===== config.mk =====
export PLATFORM = sky130hd
export DESIGN_NAME = modem_cfg_loader
export DESIGN_NICKNAME = d
export VERILOG_FILES = /design/src/rtl/modem_cfg_pkg.sv /design/src/rtl/modem_cfg_loader.sv
export SDC_FILE = /design/constraint.sdc
export NUM_CORES = 1
export LEC_CHECK = 0
export ABC_AREA = 1
export BUFFER_PORTS_ARGS = -buffer_cell sky130_fd_sc_hd__buf_4
export CELL_PAD_IN_SITES_DETAIL_PLACEMENT = 1
export CELL_PAD_IN_SITES_GLOBAL_PLACEMENT = 1
export CORE_UTILIZATION = 45
export DETAILED_ROUTE_END_ITERATION = 10
export PLACE_DENSITY = 0.89
export SLEW_MARGIN = 20
export SYNTH_ARGS = -nofsm -noshare
export SYNTH_HDL_FRONTEND = slang
export SYNTH_SLANG_ARGS = --single-unit

===== constraint.sdc =====
create_clock -name clk -period 2.4 [get_ports clk]
set_input_delay 0.24 -clock clk [delete_from_list [all_inputs] [get_ports clk]]
set_output_delay 0.24 -clock clk [all_outputs]
set_load 0.05 [all_outputs]

===== src/rtl/modem_cfg_pkg.sv =====
// Shared types and constants for the modem configuration loader.
// Latency: n/a (package only).
// Backpressure: n/a (package only).
package modem_cfg_pkg;

    // Frame parser states
    typedef enum logic [2:0] {
        ST_IDLE    = 3'd0,
        ST_TYPE    = 3'd1,
        ST_PAYLOAD = 3'd2,
        ST_CHECK   = 3'd3,
        ST_COMMIT  = 3'd4
    } cfg_state_e;

    // Frame bytes
    localparam logic [7:0] CFG_HDR      = 8'hA5;
    localparam logic [7:0] CFG_TYPE_KEY = 8'h01;
    localparam logic [7:0] CFG_TYPE_FCW = 8'h02;

    // Error codes reported on err_code
    localparam logic [1:0] ERR_NONE = 2'd0;
    localparam logic [1:0] ERR_CSUM = 2'd1;
    localparam logic [1:0] ERR_TYPE = 2'd2;
    localparam logic [1:0] ERR_TMO  = 2'd3;

    // Power-on configuration so the modem runs without a host
    localparam logic [127:0] CFG_KEY_RST = 128'h000102030405060708090a0b0c0d0e0f;
    localparam logic [31:0]  CFG_FCW_RST = 32'd68719477;

endpackage


===== src/rtl/modem_cfg_loader.sv =====
// Parses A5/type/payload/checksum frames and atomically commits AES key / NCO FCW.
// Latency: outputs update one edge after the checksum edge (longer while cfg_hold is high).
// Backpressure: in_ready drops only in COMMIT, i.e. while a validated frame waits on cfg_hold.
//
// Ports:
//   clk, rst_n            clock, asynchronous active-low reset
//   in_data/in_valid/in_ready  host byte link (transfer on valid && ready)
//   cfg_hold              datapath busy, defers the commit
//   key, fcw              live configuration (only changed by a commit)
//   cfg_update            one-cycle pulse on a commit
//   err_valid, err_code   one-cycle error pulse, sticky error code
//   busy                  parser is inside a frame
module modem_cfg_loader
    import modem_cfg_pkg::*;
#(
    parameter logic [127:0] KEY_RST     = CFG_KEY_RST,
    parameter logic [31:0]  FCW_RST     = CFG_FCW_RST,
    parameter int unsigned  TIMEOUT_CYC = 100000
) (
    input  logic         clk,
    input  logic         rst_n,
    input  logic [7:0]   in_data,
    input  logic         in_valid,
    output logic         in_ready,
    input  logic         cfg_hold,
    output logic [127:0] key,
    output logic [31:0]  fcw,
    output logic         cfg_update,
    output logic         err_valid,
    output logic [1:0]   err_code,
    output logic         busy
);

    localparam int TW = $clog2(TIMEOUT_CYC + 1);

    cfg_state_e     r_state;
    cfg_state_e     w_state_nxt;
    logic [127:0]   r_stage;
    logic [7:0]     r_csum;
    logic [3:0]     r_cnt;
    logic           r_is_key;
    logic [TW-1:0]  r_tmo;

    logic           w_acc;
    logic           w_tmo_hit;
    logic           w_last;
    logic           w_counting;
    logic           w_commit;
    logic           w_err_set;
    logic [1:0]     w_err_code_nxt;

    assign in_ready   = (r_state != ST_COMMIT);
    assign busy       = (r_state != ST_IDLE);
    assign w_acc      = in_valid && in_ready;
    assign w_tmo_hit  = (r_tmo == TW'(TIMEOUT_CYC));
    assign w_last     = r_is_key ? (r_cnt == 4'd15) : (r_cnt == 4'd3);
    assign w_counting = (r_state == ST_TYPE) || (r_state == ST_PAYLOAD) || (r_state == ST_CHECK);

    // State register
    always_ff @(posedge clk or negedge rst_n) begin
        if (!rst_n) begin
            r_state <= ST_IDLE;
        end else begin
            r_state <= w_state_nxt;
        end
    end

    // Next state, commit strobe and error detection.
    // An accepted byte always takes priority over an expiring timeout.
    always_comb begin
        w_state_nxt    = r_state;
        w_commit       = 1'b0;
        w_err_set      = 1'b0;
        w_err_code_nxt = ERR_NONE;
        case (r_state)
            ST_IDLE: begin
                if (w_acc && (in_data == CFG_HDR)) begin
                    w_state_nxt = ST_TYPE;
                end
            end
            ST_TYPE: begin
                if (w_acc) begin
                    if ((in_data == CFG_TYPE_KEY) || (in_data == CFG_TYPE_FCW)) begin
                        w_state_nxt = ST_PAYLOAD;
                    end else begin
                        w_state_nxt    = ST_IDLE;
                        w_err_set      = 1'b1;
                        w_err_code_nxt = ERR_TYPE;
                    end
                end else if (w_tmo_hit) begin
                    w_state_nxt    = ST_IDLE;
                    w_err_set      = 1'b1;
                    w_err_code_nxt = ERR_TMO;
                end
            end
            ST_PAYLOAD: begin
                if (w_acc) begin
                    if (w_last) begin
                        w_state_nxt = ST_CHECK;
                    end
                end else if (w_tmo_hit) begin
                    w_state_nxt    = ST_IDLE;
                    w_err_set      = 1'b1;
                    w_err_code_nxt = ERR_TMO;
                end
            end
            ST_CHECK: begin
                if (w_acc) begin
                    if (in_data == r_csum) begin
                        w_state_nxt = ST_COMMIT;
                    end else begin
                        w_state_nxt    = ST_IDLE;
                        w_err_set      = 1'b1;
                        w_err_code_nxt = ERR_CSUM;
                    end
                end else if (w_tmo_hit) begin
                    w_state_nxt    = ST_IDLE;
                    w_err_set      = 1'b1;
                    w_err_code_nxt = ERR_TMO;
                end
            end
            ST_COMMIT: begin
                if (!cfg_hold) begin
                    w_commit    = 1'b1;
                    w_state_nxt = ST_IDLE;
                end
            end
            default: begin
                w_state_nxt = ST_IDLE;
            end
        endcase
    end

    // Datapath: staging, checksum, counters and the committed outputs
    always_ff @(posedge clk or negedge rst_n) begin
        if (!rst_n) begin
            r_stage    <= '0;
            r_csum     <= '0;
            r_cnt      <= '0;
            r_is_key   <= 1'b0;
            r_tmo      <= '0;
            key        <= KEY_RST;
            fcw        <= FCW_RST;
            cfg_update <= 1'b0;
            err_valid  <= 1'b0;
            err_code   <= ERR_NONE;
        end else begin
            cfg_update <= w_commit;
            err_valid  <= w_err_set;
            if (w_err_set) begin
                err_code <= w_err_code_nxt;
            end

            if (w_commit) begin
                if (r_is_key) begin
                    key <= r_stage;
                end else begin
                    fcw <= r_stage[31:0];
                end
            end

            // Idle-gap counter: only runs between bytes inside a frame
            if (!w_counting || w_acc || (w_state_nxt == ST_IDLE)) begin
                r_tmo <= '0;
            end else begin
                r_tmo <= r_tmo + TW'(1);
            end

            if (w_acc && (r_state == ST_TYPE)) begin
                r_cnt    <= '0;
                r_is_key <= (in_data == CFG_TYPE_KEY);
                r_csum   <= in_data;
            end

            if (w_acc && (r_state == ST_PAYLOAD)) begin
                r_stage <= {r_stage[119:0], in_data};
                r_csum  <= r_csum ^ in_data;
                r_cnt   <= r_cnt + 4'd1;
            end
        end
    end

endmodule


==> impl_results.md, run 1 <==
* Status: complete, no violations
* Slew Limit Fails at 0
* Final Non-Filler Cells at 1,761
* Antenna diode count at 0
* RSZ-0062 raised after global routing: false
* Syn. warnings at 0
* Final Cycle Share at 83.9%
* Worst hold path endpoint: r_stage[0]
* Setup slack at placement at 462 ps
* DR WL/cell at 19.4 um
* Cells after synthesis at 1,171
* Vias in the first global route at 10,300
* Final WL at 34,200 um
* Hold slack at 17.4 ps
* Syn-to-layout area delta at 24.2%
* Pleak at 7.74 nW
* Worst skew pair latency at 520 ps
* R2r worst-path depth at 6
* Worst r2r src: r_state[0]
* Routability cong. at 0.795
* Post-synthesis sequential area ratio at 63.7%
* Initial Util at 46.0%
* Ranking of synthesized cells by area: dfrtp_1 (55%), dfstp_2 (9.0%), nand2_1 (7.9%)
* Synth Register Bits at 325
* Total global-route track usage at 24.4%
* Clk sink count at 325
* Hold Vio Cnt, Final at 0
* RR Endpoint: key[122]
* Largest net degree at the start of global routing at 81
* Max-slew headroom at 61.6%
* Startpoint Class: register
* Initial DRC count at 496
* Endpoints failing setup at 0
* Post-route minimum period at 2010 ps
* Fmax at 496 MHz
* Post-DRT Antenna Nets at 0
* DRC at 0
* Vias/cell at 5.19
* Die X at 171 um
* NumNets Final at 1,371
* Remaining Overflow, GRT at 0
* Setup TNS at 0 ps
* Io pins at 178
* Pwr/cell area at 789 nW/um2
* Cells on Worst Hold Path at 3
* Max FO, Critical Path at 4
* Worst-Margin Slew at 576 ps
* Final setup margin at 386 ps
* Yosys top cell area share at 54.7%
* Placed Cells incl. Taps at 1,689
* Max Root-Sink Buffers at 3
* CP required at 2160 ps
* Number of rows in the core area at 61
* Final Util at 57.2%
* CTS tree: done
* Peak supply drop at 0.000415 V
* Mapped Area at 12,900 um2
* Area leader, netlist: dfrtp_1
* Root Buffer: clkbuf_16
* Post-DP HPWL at 22,500 um
* Num CTS Buffers at 36
* Area of the die at 29,300 um2
* H-tree Lvls at 2
* Syn nets at 1,186
* MaxCap Viol Count at 0
* Vias post-DR at 9,132
* Clock-pin slew on the worst setup and hold paths at 60 ps
* Initial antenna violation count at 0
* Skew final at 20.1 ps
* Gates resized, CTS repair at 0
* Synth unique cells at 34
* Die Y-Extent at 171 um
* First-pass GRT wire length at 55,700 um
* Min-delay src: in_data[0]
* Setup slack, reg-to-reg at 460 ps
* Port Buf Inserts at 177
* Share of cells above drive strength 1 at 28.5%
* Nature of the critical path endpoint: primary output
* Std-Cell Core Area at 27,900 um2
* Avg Inst Size Synth at 11.0 um2
* Hold Crit Class: in2reg
* Crit path kind: reg2out
* Pre-Repair DR Iteration Count at 4
* WP data arrival at 1770 ps
==> critical path, cell delays in order, from the launching register on <==
cell and delay, ps:
dfrtp_1 430, nor2_4 190, inv_1 80, nor2_1 270, inv_1 80, buf_4 200
==> layout make-up <==
| type | instances | area, um2 |
|---|---|---|
| clock inverter | 12 | 154 |
| timing repair buffer | 203 | 1690 |
| inverter | 95 | 359 |
| clock buffer | 53 | 1080 |
| multi-input combinational | 695 | 4040 |
| tap | 378 | 473 |
| fill | 2996 | 12000 |
| sequential | 325 | 8190 |
==> where the power goes <==
group          internal [W]  leakage, nW  switching [W]
Clock               0.00345        0.597        0.00224
Combinational      0.000254         3.07       0.000548
Sequential          0.00586         4.07       0.000262
==> synthesized netlist by cell type (all sizes together) <==
library cell	number
clkbuf	15
nor3b	1
ha	3
nor3	3
and3	1
a21oi	5
nor2	56
nor4	1
o31ai	1
nand2	275
dfrtp	281
mux2	81
o21ai	132
xor2	17
o21a	80
nand4	6
dfstp	44
nand3	21
buf	41
o22ai	1
inv	95
xnor2	11
==> flip-flops by register name (all words and copies together) (netlist names) <==
signal / cells
err_code: 2
r_is_key: 1
r_stage: 128
fcw: 32
r_state: 3
r_cnt: 4
cfg_update: 1
err_valid: 1
key: 128
r_csum: 8
r_tmo: 17
==> metal layers <==
| metal | global-route usage (%) | wire length [um] | share of wire [%] |
|---|---|---|---|
| met1 | 29.7 | 13900 | 41 |
| met2 | 43.2 | 17600 | 52 |
| met3 | 5.14 | 1680 | 4.9 |
| met4 | 7.84 | 963 | 2.8 |
| met5 | 0 | 0 | 0 |
==> per-stage QoR <==
step                      power (W)  cell area (um2)
after CTS                    0.0127            16000
after floorplan             0.00655            12900
after global routing         0.0131            16000
after global placement      0.00690            14700
after detailed placement    0.00699            14700
final                        0.0126            16000
==> cells by family after synthesis <==
family / after synthesis / share of synthesized area, %
flops: 325 / 63.7
xor+xnor: 28 / 1.91
fa+ha+maj: 3 / 0.292
mux: 81 / 7.09
simple gates: 364 / 11.8
buf+inv: 151 / 5.06
compound gates: 219 / 10.2
==> worst max path at each step <==
stage,cells past startpoint,endpoint,slack [ps],start
floorplan,6,key[106],660,r_state[0]
global placement,6,key[120],540,r_state[0]
detailed placement,6,key[76],460,r_state[0]
CTS,5,busy,380,r_state[0]
global route,13,r_tmo[0],310,r_tmo[0]
finish,5,busy,390,r_state[0]
==> placed cells by master (no fill, tap or decap), types with 4 or more instances in the layout <==
cell type and count:
o21a_1 80, nor2_2 13, clkbuf_8 7, nand3_2 4
dlygate4sd3_1 7, clkinv_2 5, dfrtp_1 281, xnor2_1 11
buf_12 11, nor2_1 41, mux2_1 14, buf_4 184
clkbuf_1 8, clkbuf_16 38, nand2_1 271, nand4_1 6
mux2_2 67, dfstp_2 44, o21ai_0 130, nand3_1 17
inv_1 93, xor2_1 17
==> timing repair <==
item / 4_1_cts / 5_1_grt
hold buffers: 7 / 0
buffers inserted: 0 / 0
hold endpoints to repair: 65 / 0
setup endpoints to repair: 0 / 0
No activity file was read; power rests on OpenSTA's default activity.
==> inputs of run 2 (changes only) <==
- ABC_AREA: 1 -> 0
- CORE_UTILIZATION: 45 -> 46
- PLACE_DENSITY: 0.89 -> 0.9
- clock period: 2.4 -> 1.9 ns (I/O delays scaled with it)
==> impl_results.md, run 2 <==
* Remaining Overflow, GRT at 0 (unchanged)
* Sw Share at 21.4% (-2.8 points)
* Final setup margin at -243 ps (-628 ps)
* Root Buffer: clkbuf_16
* Yosys top cell area share at 54.8% (+0.15 points)
* Number of synthesized flops with an enable pin at 0 (unchanged)
* Max-slew headroom at 63.8% (+2.2 points)
* Die Y-Extent at 169 um (-1.2%)
* Hold Crit Class: in2reg
* Port Buf Inserts at 177 (unchanged)
* Skew final at 23.9 ps (+3.85 ps)
* Finished layout cell area at 16,200 um2 (+1.4%)
* Simple logic cell fraction of the synthesized area at 15.3% (+3.5 points)
* Nature of the critical path endpoint: register
* Initial DRC count at 574 (+16%)
* Pint at 0.0112 W (+17%)
* Fmax at 467 MHz
* Violated checks: setup timing
* Share of cells above drive strength 1 at 37.8% (+9.3 points)
* WP data arrival at 2550 ps (+780 ps)
* Clock share of power at 49.3% (+4.2 points)
* Commonest non-fill, non-tap cell in the layout: nand2_1
* Worst-Margin Slew at 543 ps (-33.0 ps)
* Sequential Power Share at 48.9% (+0.4 points)
* Net Switching at 0.00303 W (-0.70%)
* Syn nets at 1,110 (-6.4%)
* Hold slack at 49.5 ps (+32.1 ps)
* Area leader, netlist: dfrtp_1
* Comb power frac at 1.8% (-4.6 points)
* Num CTS Buffers at 36 (unchanged)
* DRC at 0 (unchanged)
* Placed inst area at 14,800 um2 (+0.91%)
* Startpoint Class: register
* Endpoints failing setup at 14 (+14)
* Initial Util at 47.2% (+1.2 points)
* Worst skew pair latency at 520 ps (about the same)
* Die X at 169 um (-1.2%)
* DR WL/cell at 20.5 um (+5.3%)
* Number of rows in the core area at 60 (-1.6%)
* Largest net degree at the start of global routing at 77 (-4.9%)
* Routability cong. at 0.786 (-1.1%)
* Std-Cell Core Area at 27,200 um2 (-2.7%)
* Synth Area in Compound Gates at 1.95% (-8.2 points)
* Vias in the first global route at 10,100 (-2.0%)
* Placed Cells incl. Taps at 1,632 (-3.4%)
* Pre-Repair DR Iteration Count at 4 (unchanged)
* Regs by FF count: key (128), r_stage (128), fcw (32)
* Synth Area in Adders at 0.293% (+0.00083 points)
* Syn-to-layout area delta at 26.3%
* Hold Vio Cnt, Final at 0 (unchanged)
* Cells after synthesis at 1,095 (-6.5%)
* RSZ-0062 raised after global routing: true
* Synth Register Bits at 325 (unchanged)
* Top-count cell post-synth: nand2_1
* Peak supply drop at 0.000575 V (+38%)
* Commonest cells in the synthesized netlist: nand2_1 (400), dfrtp_1 (281), mux2_2 (159)
* Syn. warnings at 0 (unchanged)
* Vias post-DR at 8,965 (-1.8%)
* Area of the die at 28,500 um2 (-2.4%)
* Initial antenna violation count at 0 (unchanged)
* Final WL at 35,000 um (+2.3%)
* Most common flop cell mapped by yosys: dfrtp_1
* Status: complete, but fails checks
* Most frequent cells in the layout: nand2_1 (399), dfrtp_1 (281), buf_4 (208), mux2_2 (159), dfstp_2 (44)
* Mapped Area at 12,800 um2 (-0.28%)
* Synth Area in XOR/XNOR at 1.64% (-0.27 points)
* Final Cycle Share at 113%
* Slew Limit Fails at 0 (unchanged)
* Avg Inst Size Synth at 11.7 um2 (+6.6%)
* CTS tree: done
* Crit path kind: reg2reg
* Final Non-Filler Cells at 1,711 (-2.8%)
* Design Power at 0.0142 W (+13%)
* Post-DRT Antenna Nets at 0 (unchanged)
* CP required at 2310 ps (+150 ps)
* Clock-pin slew on the worst setup and hold paths at 60 ps (about the same)
* Pleak at 8.56 nW (+11%)
* Largest family of logic cells by synthesized area: simple AND/OR/NAND/NOR gates
* Post-synthesis sequential area ratio at 63.9% (+0.18 points)
* Post-route minimum period at 2140 ps
* Pwr/cell area at 876 nW/um2 (+11%)
* Clk sink count at 325 (unchanged)
* NumNets Final at 1,327 (-3.2%)
* Post-DP HPWL at 21,900 um (-2.4%)
* First-pass GRT wire length at 56,100 um (+0.80%)
* Vias/cell at 5.24 (+1.0%)
* Max FO, Critical Path at 9 (+5)
* Ranking of synthesized cells by area: dfrtp_1 (55%), mux2_2 (14%), nand2_1 (12%)
* Io pins at 178 (unchanged)
* Synth unique cells at 50 (+47%)
* Total global-route track usage at 25.1% (+0.64 points)
* Post-synth ARST share at 100% (unchanged)
* Multiplexer share of the synthesized area at 14.1% (+7.0 points)
* Antenna diode count at 0 (unchanged)
* H-tree Lvls at 2 (unchanged)
* Max Root-Sink Buffers at 3 (unchanged)
* MaxCap Viol Count at 0 (unchanged)
-- run 2: timing repair --
item	4_1_cts	5_1_grt
pin swaps	0	2
cloned	0	1
hold buffers	10	0
resized for setup	6	7
endpoints found under the setup margin	16	42
endpoints found under the hold margin	57	0
setup buffers	0	3
-- run 2: metal layers --
| layer | part of all wire [%] | global-route usage, % | vias up | wire [um] |
|---|---|---|---|---|
| li1 | - | - | 4027 | - |
| met1 | 41 | 30.5 | 4658 | 14400 |
| met2 | 52 | 44.8 | 216 | 18000 |
| met3 | 5.0 | 5.17 | 64 | 1750 |
| met4 | 2.4 | 7.23 | 0 | 851 |
| met5 | 0 | 0 | - | 0 |
-- run 2: worst paths after layout --
path | cells after the start | start | slack (ps) | end
min in group asynchronous | 2 | rst_n | 220 | key[116]
setup reg to reg | 8 | r_tmo[0] | -240 | r_tmo[2]
setup / recovery | 8 | r_tmo[0] | -240 | r_tmo[2]
max in group asynchronous | 3 | rst_n | 890 | fcw[4]
hold reg to reg | 2 | r_stage[79] | 480 | r_stage[87]
hold / removal | 3 | in_valid | 50 | r_is_key
-- run 2: cells by family after synthesis --
logic type	after synthesis
buffers and inverters	62
and+or+nand+nor	480
adders and majority gates	3
DFF	325
xor gates and xnor gates	24
muxes	161
AOI/OAI and AO/OA	40
-- run 2: worst max-delay path: stages, from the launching register on --
cell      delay, ps
dfrtp_1         400
inv_1           110
ha_1            170
or4bb_4         470
nor4_4          250
a311oi_2        180
o31ai_4         210
buf_6           170
nor2_1           60
-- run 2: power by group through the flow --
stage               logic (W)  registers (W)  clock network, W
floorplan           0.0000288        0.00706                 0
global placement     0.000239        0.00705                 0
detailed placement   0.000250        0.00705                 0
CTS                  0.000269        0.00693           0.00713
global route         0.000296        0.00693           0.00736
finish               0.000260        0.00693           0.00700
-- run 2: final cells by class --
cell class              instances  area (um2)
fillers                      2816       11000
flip-flops and latches        325        8190
clock inverters                14         160
clock buffers                  51        1020
inverters                       6        22.5
well taps                     372         465
repair buffers                235        1990
multi-input cells             708        4350
-- run 2: stage by stage --
step	setup TNS (ps)	worst slack (ps)	utilization, %
global route	-3970	-313	59.6
global placement	-278	-35.7	54.5
finish	-3040	-243	59.6
floorplan	-661	-35.4	-
detailed placement	-1500	-163	54.5
CTS	-1960	-176	59.3
